===== config.mk =====
export PLATFORM = sky130hd
export DESIGN_NAME = clock_management_core
export DESIGN_NICKNAME = d
export VERILOG_FILES = /design/src/rtl/clock_management_core_pkg.sv /design/src/rtl/clock_management_core_divider_rst.sv /design/src/rtl/clock_management_core.sv
export SDC_FILE = /design/constraint.sdc
export NUM_CORES = 1
export LEC_CHECK = 0
export CAP_MARGIN = 20
export CORE_UTILIZATION = 59
export CTS_CLUSTER_SIZE = 8
export DETAILED_ROUTE_END_ITERATION = 8
export PLACE_DENSITY = 0.8
export SYNTH_ARGS = -nofsm -noshare
export SYNTH_HDL_FRONTEND = slang
export SYNTH_SLANG_ARGS = --single-unit

===== constraint.sdc =====
create_clock -name clk_in -period 4.47 [get_ports clk_in]
set_clock_uncertainty 0.1 [all_clocks]
set_input_delay 0.894 -clock clk_in [delete_from_list [all_inputs] [get_ports clk_in]]
set_output_delay 0.894 -clock clk_in [all_outputs]
set_load 0.05 [all_outputs]

===== src/rtl/clock_management_core_pkg.sv =====
// Shared constants and helpers for the clock management slice.
//   F100_HZ / F10_HZ          : derived clock frequencies
//   BASE_HZ                   : clk_in must be a multiple of this
//   RST_HOLD_CYCLES_DEFAULT   : default derived-clock cycles rstb is held low
//   half_ratio()              : clk_in cycles per half period of a derived clock
//   cnt_width()               : bits needed to count 0..n-1 (never below 1)
package clock_management_core_pkg;

  localparam int unsigned F100_HZ                 = 100_000_000;
  localparam int unsigned F10_HZ                  = 10_000_000;
  localparam int unsigned BASE_HZ                 = 2 * F100_HZ;
  localparam int unsigned RST_HOLD_CYCLES_DEFAULT = 16;

  function automatic int unsigned half_ratio(input int unsigned clk_hz,
                                             input int unsigned out_hz);
    return clk_hz / (2 * out_hz);
  endfunction

  function automatic int unsigned cnt_width(input int unsigned n);
    return (n > 1) ? $clog2(n) : 1;
  endfunction

endpackage


===== src/rtl/clock_management_core_divider_rst.sv =====
// clock_divider_rst: counter divider plus its domain reset generator.
//   clk_in   : master clock
//   rst      : synchronous active-high reset
//   clk_out  : divided clock, toggles whenever the counter is 0
//   rstb_out : active-low domain reset, released on the falling edge of
//              clk_out after RST_HOLD_CYCLES rising edges
module clock_divider_rst
  import clock_management_core_pkg::*;
#(
  parameter int unsigned HALF            = 1,
  parameter int unsigned RST_HOLD_CYCLES = RST_HOLD_CYCLES_DEFAULT
) (
  input  logic clk_in,
  input  logic rst,
  output logic clk_out,
  output logic rstb_out
);

  localparam int unsigned   CW       = cnt_width(HALF);
  localparam int unsigned   HW       = cnt_width(RST_HOLD_CYCLES + 1);
  localparam logic [CW-1:0] CNT_LAST = CW'(HALF - 1);
  localparam logic [HW-1:0] HOLD_MAX = HW'(RST_HOLD_CYCLES);

  logic [CW-1:0] cnt;
  logic [HW-1:0] hold;
  logic          tick;

  assign tick = (cnt == '0);

  always_ff @(posedge clk_in) begin
    if (rst) begin
      cnt      <= '0;
      clk_out  <= 1'b0;
      hold     <= '0;
      rstb_out <= 1'b0;
    end else begin
      cnt <= (cnt == CNT_LAST) ? '0 : cnt + CW'(1);
      if (tick) begin
        clk_out <= ~clk_out;
        // clk_out low now means this tick is a rising edge.
        if (!clk_out) begin
          if (hold != HOLD_MAX) hold <= hold + HW'(1);
        end else if (hold == HOLD_MAX) begin
          rstb_out <= 1'b1;
        end
      end
    end
  end

endmodule


===== src/rtl/clock_management_core.sv =====
// clock_management_core: derives 100 MHz and 10 MHz phase-0 clocks from clk_in
// and one active-low reset per derived domain.
//   clk_in        : master clock (CLK_FREQUENCY Hz)
//   rst           : synchronous active-high reset
//   clk_f100_p0   : 100 MHz, 50% duty
//   clk_f10_p0    : 10 MHz, 50% duty, rises together with clk_f100_p0
//   rstb_f100_p0  : 100 MHz domain reset (active low)
//   rstb_f10_p0   : 10 MHz domain reset (active low)
// Optional macro CLOCK_MANAGEMENT_RST_STRETCH_EN: the 10 MHz reset is also held
// until rstb_f100_p0 has been high for RST_HOLD_CYCLES clk_f10_p0 rising edges.
module clock_management_core
  import clock_management_core_pkg::*;
#(
  parameter int unsigned CLK_FREQUENCY   = 200_000_000,
  parameter int unsigned RST_HOLD_CYCLES = RST_HOLD_CYCLES_DEFAULT
) (
  input  logic clk_in,
  input  logic rst,
  output logic clk_f100_p0,
  output logic clk_f10_p0,
  output logic rstb_f100_p0,
  output logic rstb_f10_p0
);

  localparam int unsigned HALF100 = half_ratio(CLK_FREQUENCY, F100_HZ);
  localparam int unsigned HALF10  = half_ratio(CLK_FREQUENCY, F10_HZ);

  if (CLK_FREQUENCY % BASE_HZ != 0) begin : g_bad_freq
    $error("clock_management_core: CLK_FREQUENCY must be a multiple of 200 MHz");
  end

  logic rstb_f10_raw;

  clock_divider_rst #(
    .HALF            (HALF100),
    .RST_HOLD_CYCLES (RST_HOLD_CYCLES)
  ) u_div_f100 (
    .clk_in   (clk_in),
    .rst      (rst),
    .clk_out  (clk_f100_p0),
    .rstb_out (rstb_f100_p0)
  );

  clock_divider_rst #(
    .HALF            (HALF10),
    .RST_HOLD_CYCLES (RST_HOLD_CYCLES)
  ) u_div_f10 (
    .clk_in   (clk_in),
    .rst      (rst),
    .clk_out  (clk_f10_p0),
    .rstb_out (rstb_f10_raw)
  );

`ifdef CLOCK_MANAGEMENT_RST_STRETCH_EN
  localparam int unsigned   SW          = cnt_width(RST_HOLD_CYCLES + 1);
  localparam logic [SW-1:0] STRETCH_MAX = SW'(RST_HOLD_CYCLES);

  logic          clk_f10_q;
  logic [SW-1:0] stretch;
  logic          rstb_f10_r;

  // Edges of clk_f10_p0 are seen one clk_in cycle late via clk_f10_q; the
  // release still lands right after a falling edge, well before the next rise.
  always_ff @(posedge clk_in) begin
    if (rst) begin
      clk_f10_q  <= 1'b0;
      stretch    <= '0;
      rstb_f10_r <= 1'b0;
    end else begin
      clk_f10_q <= clk_f10_p0;
      if (rstb_f100_p0 && clk_f10_p0 && !clk_f10_q && stretch != STRETCH_MAX)
        stretch <= stretch + SW'(1);
      if (rstb_f10_raw && stretch == STRETCH_MAX && clk_f10_q && !clk_f10_p0)
        rstb_f10_r <= 1'b1;
    end
  end

  assign rstb_f10_p0 = rstb_f10_r;
`else
  assign rstb_f10_p0 = rstb_f10_raw;
`endif

endmodule


==> results of run 1 <==
how the worst max path moves through the flow:
stage | slack (ns) | end | cells past startpoint | startpoint
6_report | 1.90 | clk_f100_p0 | 1 | u_div_f100.clk_out
5_1_grt | 1.86 | clk_f100_p0 | 1 | u_div_f100.clk_out
4_1_cts | 1.88 | clk_f100_p0 | 1 | u_div_f100.clk_out
3_5_place_dp | 2.06 | u_div_f10.hold[0] | 3 | rst
3_3_place_gp | 2.10 | u_div_f100.hold[0] | 3 | rst
2_1_floorplan | 2.56 | u_div_f10.hold[2] | 4 | u_div_f10.clk_out
registers in the layout, summed over array words and instances, names as in the netlist:
name,count
u_div_f10.clk_out,1
u_div_f10.cnt,4
u_div_f10.hold,5
u_div_f10.rstb_out,1
u_div_f100.clk_out,1
u_div_f100.cnt,1
u_div_f100.hold,5
u_div_f100.rstb_out,1
cell usage in the layout, fill, tap and decap left out, types with 2 or more instances in the layout:
master,instances
ha_1,7
mux2i_1,2
o21ai_0,4
nand3_1,5
nor4bb_1,2
or4_1,2
inv_1,8
dfxtp_1,19
or3_1,4
nor2_1,10
clkbuf_4,3
a21oi_1,9
nand2b_1,6
clkdlybuf4s50_1,5
nand2_1,3
nor3_1,2
mux2_2,2
final cells by class:
type | count | area [sq um]
Tap cell | 15 | 18.8
Fill cell | 113 | 383
Clock buffer | 4 | 26.3
Timing Repair Buffer | 5 | 50.0
Inverter | 8 | 30.0
Multi-Input combinational cell | 69 | 462
Sequential cell | 19 | 380
cell families after synthesis:
| logic type | share of synthesized area [%] |
|---|---|
| and+or+nand+nor | 25.0 |
| DFF | 43.0 |
| AOI/OAI and AO/OA | 11.0 |
| buffers and inverters | 4.81 |
| adders and majority gates | 9.90 |
| muxes | 4.81 |
| other | 0.424 |
| xor gates and xnor gates | 0.990 |
through the flow:
stage	cell area (sq um)	power (uW)
2_1_floorplan	885	236
3_3_place_gp	941	246
3_5_place_dp	941	249
4_1_cts	967	333
5_1_grt	967	346
6_report	967	331
power by group:
part / leakage (uW) / internal, uW / switching [uW]
Clock: 0.0000150 / 34.6 / 52.9
Sequential: 0.000155 / 180 / 11.3
Combinational: 0.000195 / 23.8 / 28.9
metal layers:
layer | vias up | global-route usage [%]
met1 | 293 | 24.3
li1 | 351 | -
met2 | 5 | 29.0
met3 | 2 | 3.26
met4 | 0 | 7.50
met5 | - | 0
==> results.sh, run 1 <==
export IMPL_grt_pass1_wl_microns=2040
export IMPL_cp_start_kind="flip-flop"
export IMPL_hpwl_microns=1000
export IMPL_synthesis_nets=108
export IMPL_fmax_ghz=0.389
export IMPL_drt_wl_total_microns=1380
export IMPL_fin_util_pct=71.6
export IMPL_cpPeakStageDelay_ns=0.84
export IMPL_netlist_area_sq_um=885
export IMPL_cts_resized=0
export IMPL_die_h_microns=40.7
export IMPL_root_buffer="clkbuf_4"
export IMPL_ys_ff_latch=19
export IMPL_period_minus_slack_ns=2.57
export IMPL_hold_viol=0
export IMPL_drv_cap=0
export IMPL_crit_type="flip-flop to primary output"
export IMPL_cp_end_kind="primary output"
export IMPL_grt_max_degree=23
export IMPL_drc=0
export IMPL_r2r_start="u_div_f10.cnt[0]"
export IMPL_setup_ws_ns=1.90
export IMPL_grt_overflow=0
export IMPL_avgRoutedWirePerCell_microns=11.5
export IMPL_postCtsHoldBufs=0
export IMPL_numPortBuffers=5
export IMPL_ir_drop_mv=0.252
export IMPL_syn_inst=99
export IMPL_nets=115
export IMPL_met3_wirelength_microns=31
export IMPL_clock_path_buffers=2
export IMPL_die_area_sq_um=1660
export IMPL_pre_cts_slack_ns=2.06
export IMPL_arrival_ns=1.58
export IMPL_wl_met1_microns=705
export IMPL_min_period_over_period_pct=57.5
export IMPL_clkTransAtPathRegs_ns=0.11
export IMPL_dp_cells=116
export IMPL_cts_tree="built"
export IMPL_n_antenna_cell=0
export IMPL_ys_types=28
export IMPL_hp_class="flip-flop to flip-flop"
export IMPL_slowest_stage="clkdlybuf4s50_1"
export IMPL_yosysMostFrequentCell="dfxtp_1"
export IMPL_postRouteAntennaNets=0
export IMPL_hold_depth=2
export IMPL_core_sq_um=1350
export IMPL_syn_area_per_cell_sq_um=8.94
export IMPL_netlist_area_leader_share_pct=43.0
export IMPL_tns_ns=0
export IMPL_track_usage_pct=18.3
export IMPL_yosys_top_cells_count="dfxtp_1, nor2_1, a21oi_1"
export IMPL_dr_total_vias=651
export IMPL_dr_wl_met2_microns=626
export IMPL_antenna_found_initial=0
export IMPL_finalSetupViolCount=0
export IMPL_crit_path_cell_trace="clkdlybuf4s50_1"
export IMPL_path_buf_inv=1
export IMPL_yosysTopAreaCell="dfxtp_1"
export IMPL_detail_route_vias_per_cell=5.43
export IMPL_postCtsSetupBuffers=0
export IMPL_r2r_cells=5
export IMPL_holdPathEnd="u_div_f100.rstb_out"
export IMPL_synth_edf_count=0
export IMPL_firstDrtPassIters=2
export IMPL_die_w_microns=40.7
export IMPL_rows=13
export IMPL_worst_pin_slew_ns=0.712
export IMPL_cts_buffers=3
export IMPL_r2r_end="u_div_f10.hold[0]"
export IMPL_critical_path_top_delay_family="buffers and inverters"
export IMPL_yosys_top_cells_area="dfxtp_1, ha_1, a21oi_1"
export IMPL_power_density_nw_per_um2=343
export IMPL_grt_pass1_vias=485
export IMPL_clkLatencyLatePin_ns=0.29
export IMPL_routed_top_layer="met4"
export IMPL_rrSetupSlack_ns=2.47
export IMPL_slew_viol_final=0
export IMPL_status="complete, no violations"
export IMPL_drt_iter0_markers=2
export IMPL_relSlewSlack_pct=52.4
export IMPL_crit_fanout=7
export IMPL_start_util_pct=65.5
export IMPL_cellLeakagePower_uw=0.000365
export IMPL_drive_above_1_share_pct=7.62
export IMPL_syn2layout_area_growth_pct=9.34
export IMPL_yosysWarnings=0
export IMPL_gp_congestion=0.664
export IMPL_stdcell_count=120
export IMPL_worstPathRequired_ns=3.48
export IMPL_yosysSeqAreaShare_pct=43.0
export IMPL_rsz0062_at_grt="false"
export IMPL_whs_ns=0.383
export IMPL_io_pins=6
export IMPL_clkSinkCount=19
export IMPL_async_reset_ff_share_pct=0
export IMPL_hp_start="u_div_f100.rstb_out"
export IMPL_synth_flop_cell="dfxtp_1"
export IMPL_htree_num_levels=1
(Power assumes the default switching activity.)
==> run 2, diff against run 1 <==
- CORE_UTILIZATION: 59 -> 50
- PLACE_DENSITY: 0.8 -> 0.72
- clock period: 4.47 -> 2.1 ns (I/O delays scaled with it)
==> run 2 against run 1 <==
First-iteration DRC count grew to 4.0 times the previous value. Worst hold slack improved by 0.010 ns. Power grew 110%. Register-to-register slack worse by 2.4 ns. Largest power group unchanged. Largest cell class unchanged. Core utilization fell by 9.3 points. Design area increased by 1.7%. Global-route usage decreased by 2.2 points. Highest routed layer unchanged. Critical endpoint is now u_div_f10.hold[2]. Critical path depth rose by 4. Wire length down 6.2%.
==> results.sh, run 2 (synthesized netlist as in run 1, its figures left out) <==
export IMPL_pre_cts_slack_ns=0.151
export IMPL_power_switching_uw=190
export IMPL_dr_total_vias=659
export IMPL_postCtsSetupBuffers=0
export IMPL_antenna_found_initial=0
export IMPL_die_w_microns=44.1
export IMPL_critical_path_top_delay_family="simple AND/OR/NAND/NOR gates"
export IMPL_postCtsHoldBufs=0
export IMPL_die_h_microns=44.1
export IMPL_cp_start_kind="flip-flop"
export IMPL_fmax_ghz=0.501
export IMPL_io_pins=6
export IMPL_clkSinkCount=19
export IMPL_firstDrtPassIters=4
export IMPL_hp_class="flip-flop to flip-flop"
export IMPL_path_buf_inv=1
export IMPL_rsz0062_at_grt="false"
export IMPL_detail_route_vias_per_cell=5.36
export IMPL_crit_path_cell_trace="inv_1, ha_1, or4b_1, or4_1, a21oi_1"
export IMPL_startpoint="u_div_f10.cnt[0]"
export IMPL_slowest_stage="or4b_1"
export IMPL_nets=117
export IMPL_hp_start="u_div_f10.hold[4]"
export IMPL_ir_drop_mv=0.401
export IMPL_grt_overflow=0
export IMPL_rows=14
export IMPL_pwr_share_seq_pct=58.2
export IMPL_start_util_pct=56.1
export IMPL_n_antenna_cell=0
export IMPL_relSlewSlack_pct=63.3
export IMPL_crit_fanout=8
export IMPL_drc=0
export IMPL_postRouteAntennaNets=0
export IMPL_r2r_cells=5
export IMPL_cts_buffers=3
export IMPL_holdPathEnd="u_div_f10.hold[4]"
export IMPL_cp_depth=5
export IMPL_clkLatencyLatePin_ns=0.28
export IMPL_finalSetupViolCount=0
export IMPL_power_density_nw_per_um2=712
export IMPL_cpPeakStageDelay_ns=0.58
export IMPL_r2r_end="u_div_f10.hold[2]"
export IMPL_num_fill_cells=149
export IMPL_hold_viol=0
export IMPL_htree_num_levels=1
export IMPL_grt_pass1_vias=547
export IMPL_pwr_share_clk_pct=25.4
export IMPL_fin_util_pct=62.4
export IMPL_whs_ns=0.393
export IMPL_min_period_over_period_pct=95.0
export IMPL_hpwl_microns=991
export IMPL_cellLeakagePower_uw=0.000376
export IMPL_die_area_sq_um=1940
export IMPL_drt_iter0_markers=8
export IMPL_avgRoutedWirePerCell_microns=10.5
export IMPL_gp_congestion=0.801
export IMPL_core_sq_um=1580
export IMPL_setup_ws_ns=0.104
export IMPL_drive_above_1_share_pct=11.2
export IMPL_root_buffer="clkbuf_4"
export IMPL_drt_wl_total_microns=1290
export IMPL_internal_power_uw=510
export IMPL_status="complete, no violations"
export IMPL_final_common_cell="dfxtp_1"
export IMPL_slew_viol_final=0
export IMPL_layout_common_cells="dfxtp_1, a21oi_1, nor2_1"
export IMPL_cp_end_kind="flip-flop"
export IMPL_drv_cap=0
export IMPL_r2r_start="u_div_f10.cnt[0]"
export IMPL_tns_ns=0
export IMPL_worst_pin_slew_ns=0.543
export IMPL_finalPower_uw=700
export IMPL_cts_tree="built"
export IMPL_worstPathRequired_ns=2.22
export IMPL_clock_path_buffers=2
export IMPL_hold_depth=2
export IMPL_period_minus_slack_ns=2.00
export IMPL_track_usage_pct=16.1
export IMPL_grt_max_degree=12
export IMPL_numPortBuffers=5
export IMPL_pwr_share_comb_pct=16.3
export IMPL_grt_pass1_wl_microns=2310
export IMPL_reg_top3="u_div_f10.hold (5), u_div_f100.hold (5), u_div_f10.cnt (4)"
export IMPL_switching_share_pct=27.2
export IMPL_rrSetupSlack_ns=0.10
export IMPL_arrival_ns=2.11
export IMPL_syn2layout_area_growth_pct=11.2
export IMPL_clkTransAtPathRegs_ns=0.11
export IMPL_crit_type="flip-flop to flip-flop"
run 2: changes by cell type in the layout (fill, tap and decap cells not counted):
| cell | previous run | this run |
|---|---|---|
| buf_4 | 0 | 3 |
| clkdlybuf4s50_1 | 5 | 4 |
| nor2_1 | 10 | 9 |
| nor2_2 | 0 | 1 |
run 2: timing repair:
item	4_1_cts	5_1_grt
endpoints found under the hold margin	0	0
resized for setup	0	1
endpoints found under the setup margin	0	1
run 2: metal layers:
layer	GRT usage, %	vias up	share of wire [%]
met2	22.9	6	43
met5	0	-	0
li1	-	357	-
met1	22.5	294	53
met4	9.09	0	1.5
met3	3.67	2	2.4
run 2: worst max path at each step:
stage                              endpoint
after global routing             clk_f10_p0
after detailed placement  u_div_f10.hold[0]
after floorplan           u_div_f10.hold[2]
final                     u_div_f10.hold[2]
after CTS                        clk_f10_p0
after global placement    u_div_f10.hold[2]
run 2: power by group through the flow:
stage | sequential [uW] | combinational (uW) | clock [uW]
6_report | 408 | 114 | 178
3_5_place_dp | 416 | 114 | 0
3_3_place_gp | 415 | 111 | 0
2_1_floorplan | 427 | 74.6 | 0
4_1_cts | 408 | 114 | 184
5_1_grt | 413 | 129 | 204
run 2: final cells by class:
class	count	area, sq um	area share, %
Sequential cell	19	380	38.7
Tap cell	16	20.0	2.04
Clock buffer	4	26.3	2.67
Multi-Input combinational cell	69	464	47.2
Timing Repair Buffer	7	62.6	6.36
Inverter	8	30.0	3.05
run 2: worst register-to-register path: stages (launching register included):
cell,delay (ns)
dfxtp_1,0.36
inv_1,0.07
ha_1,0.18
or4b_1,0.58
or4_1,0.51
a21oi_1,0.13
run 2: metrics by stage:
step                instance area (sq um)  cells
global placement                      955    119
floorplan                             885     99
global route                          983    123
finish                                983    123
CTS                                   981    123
detailed placement                    955    119
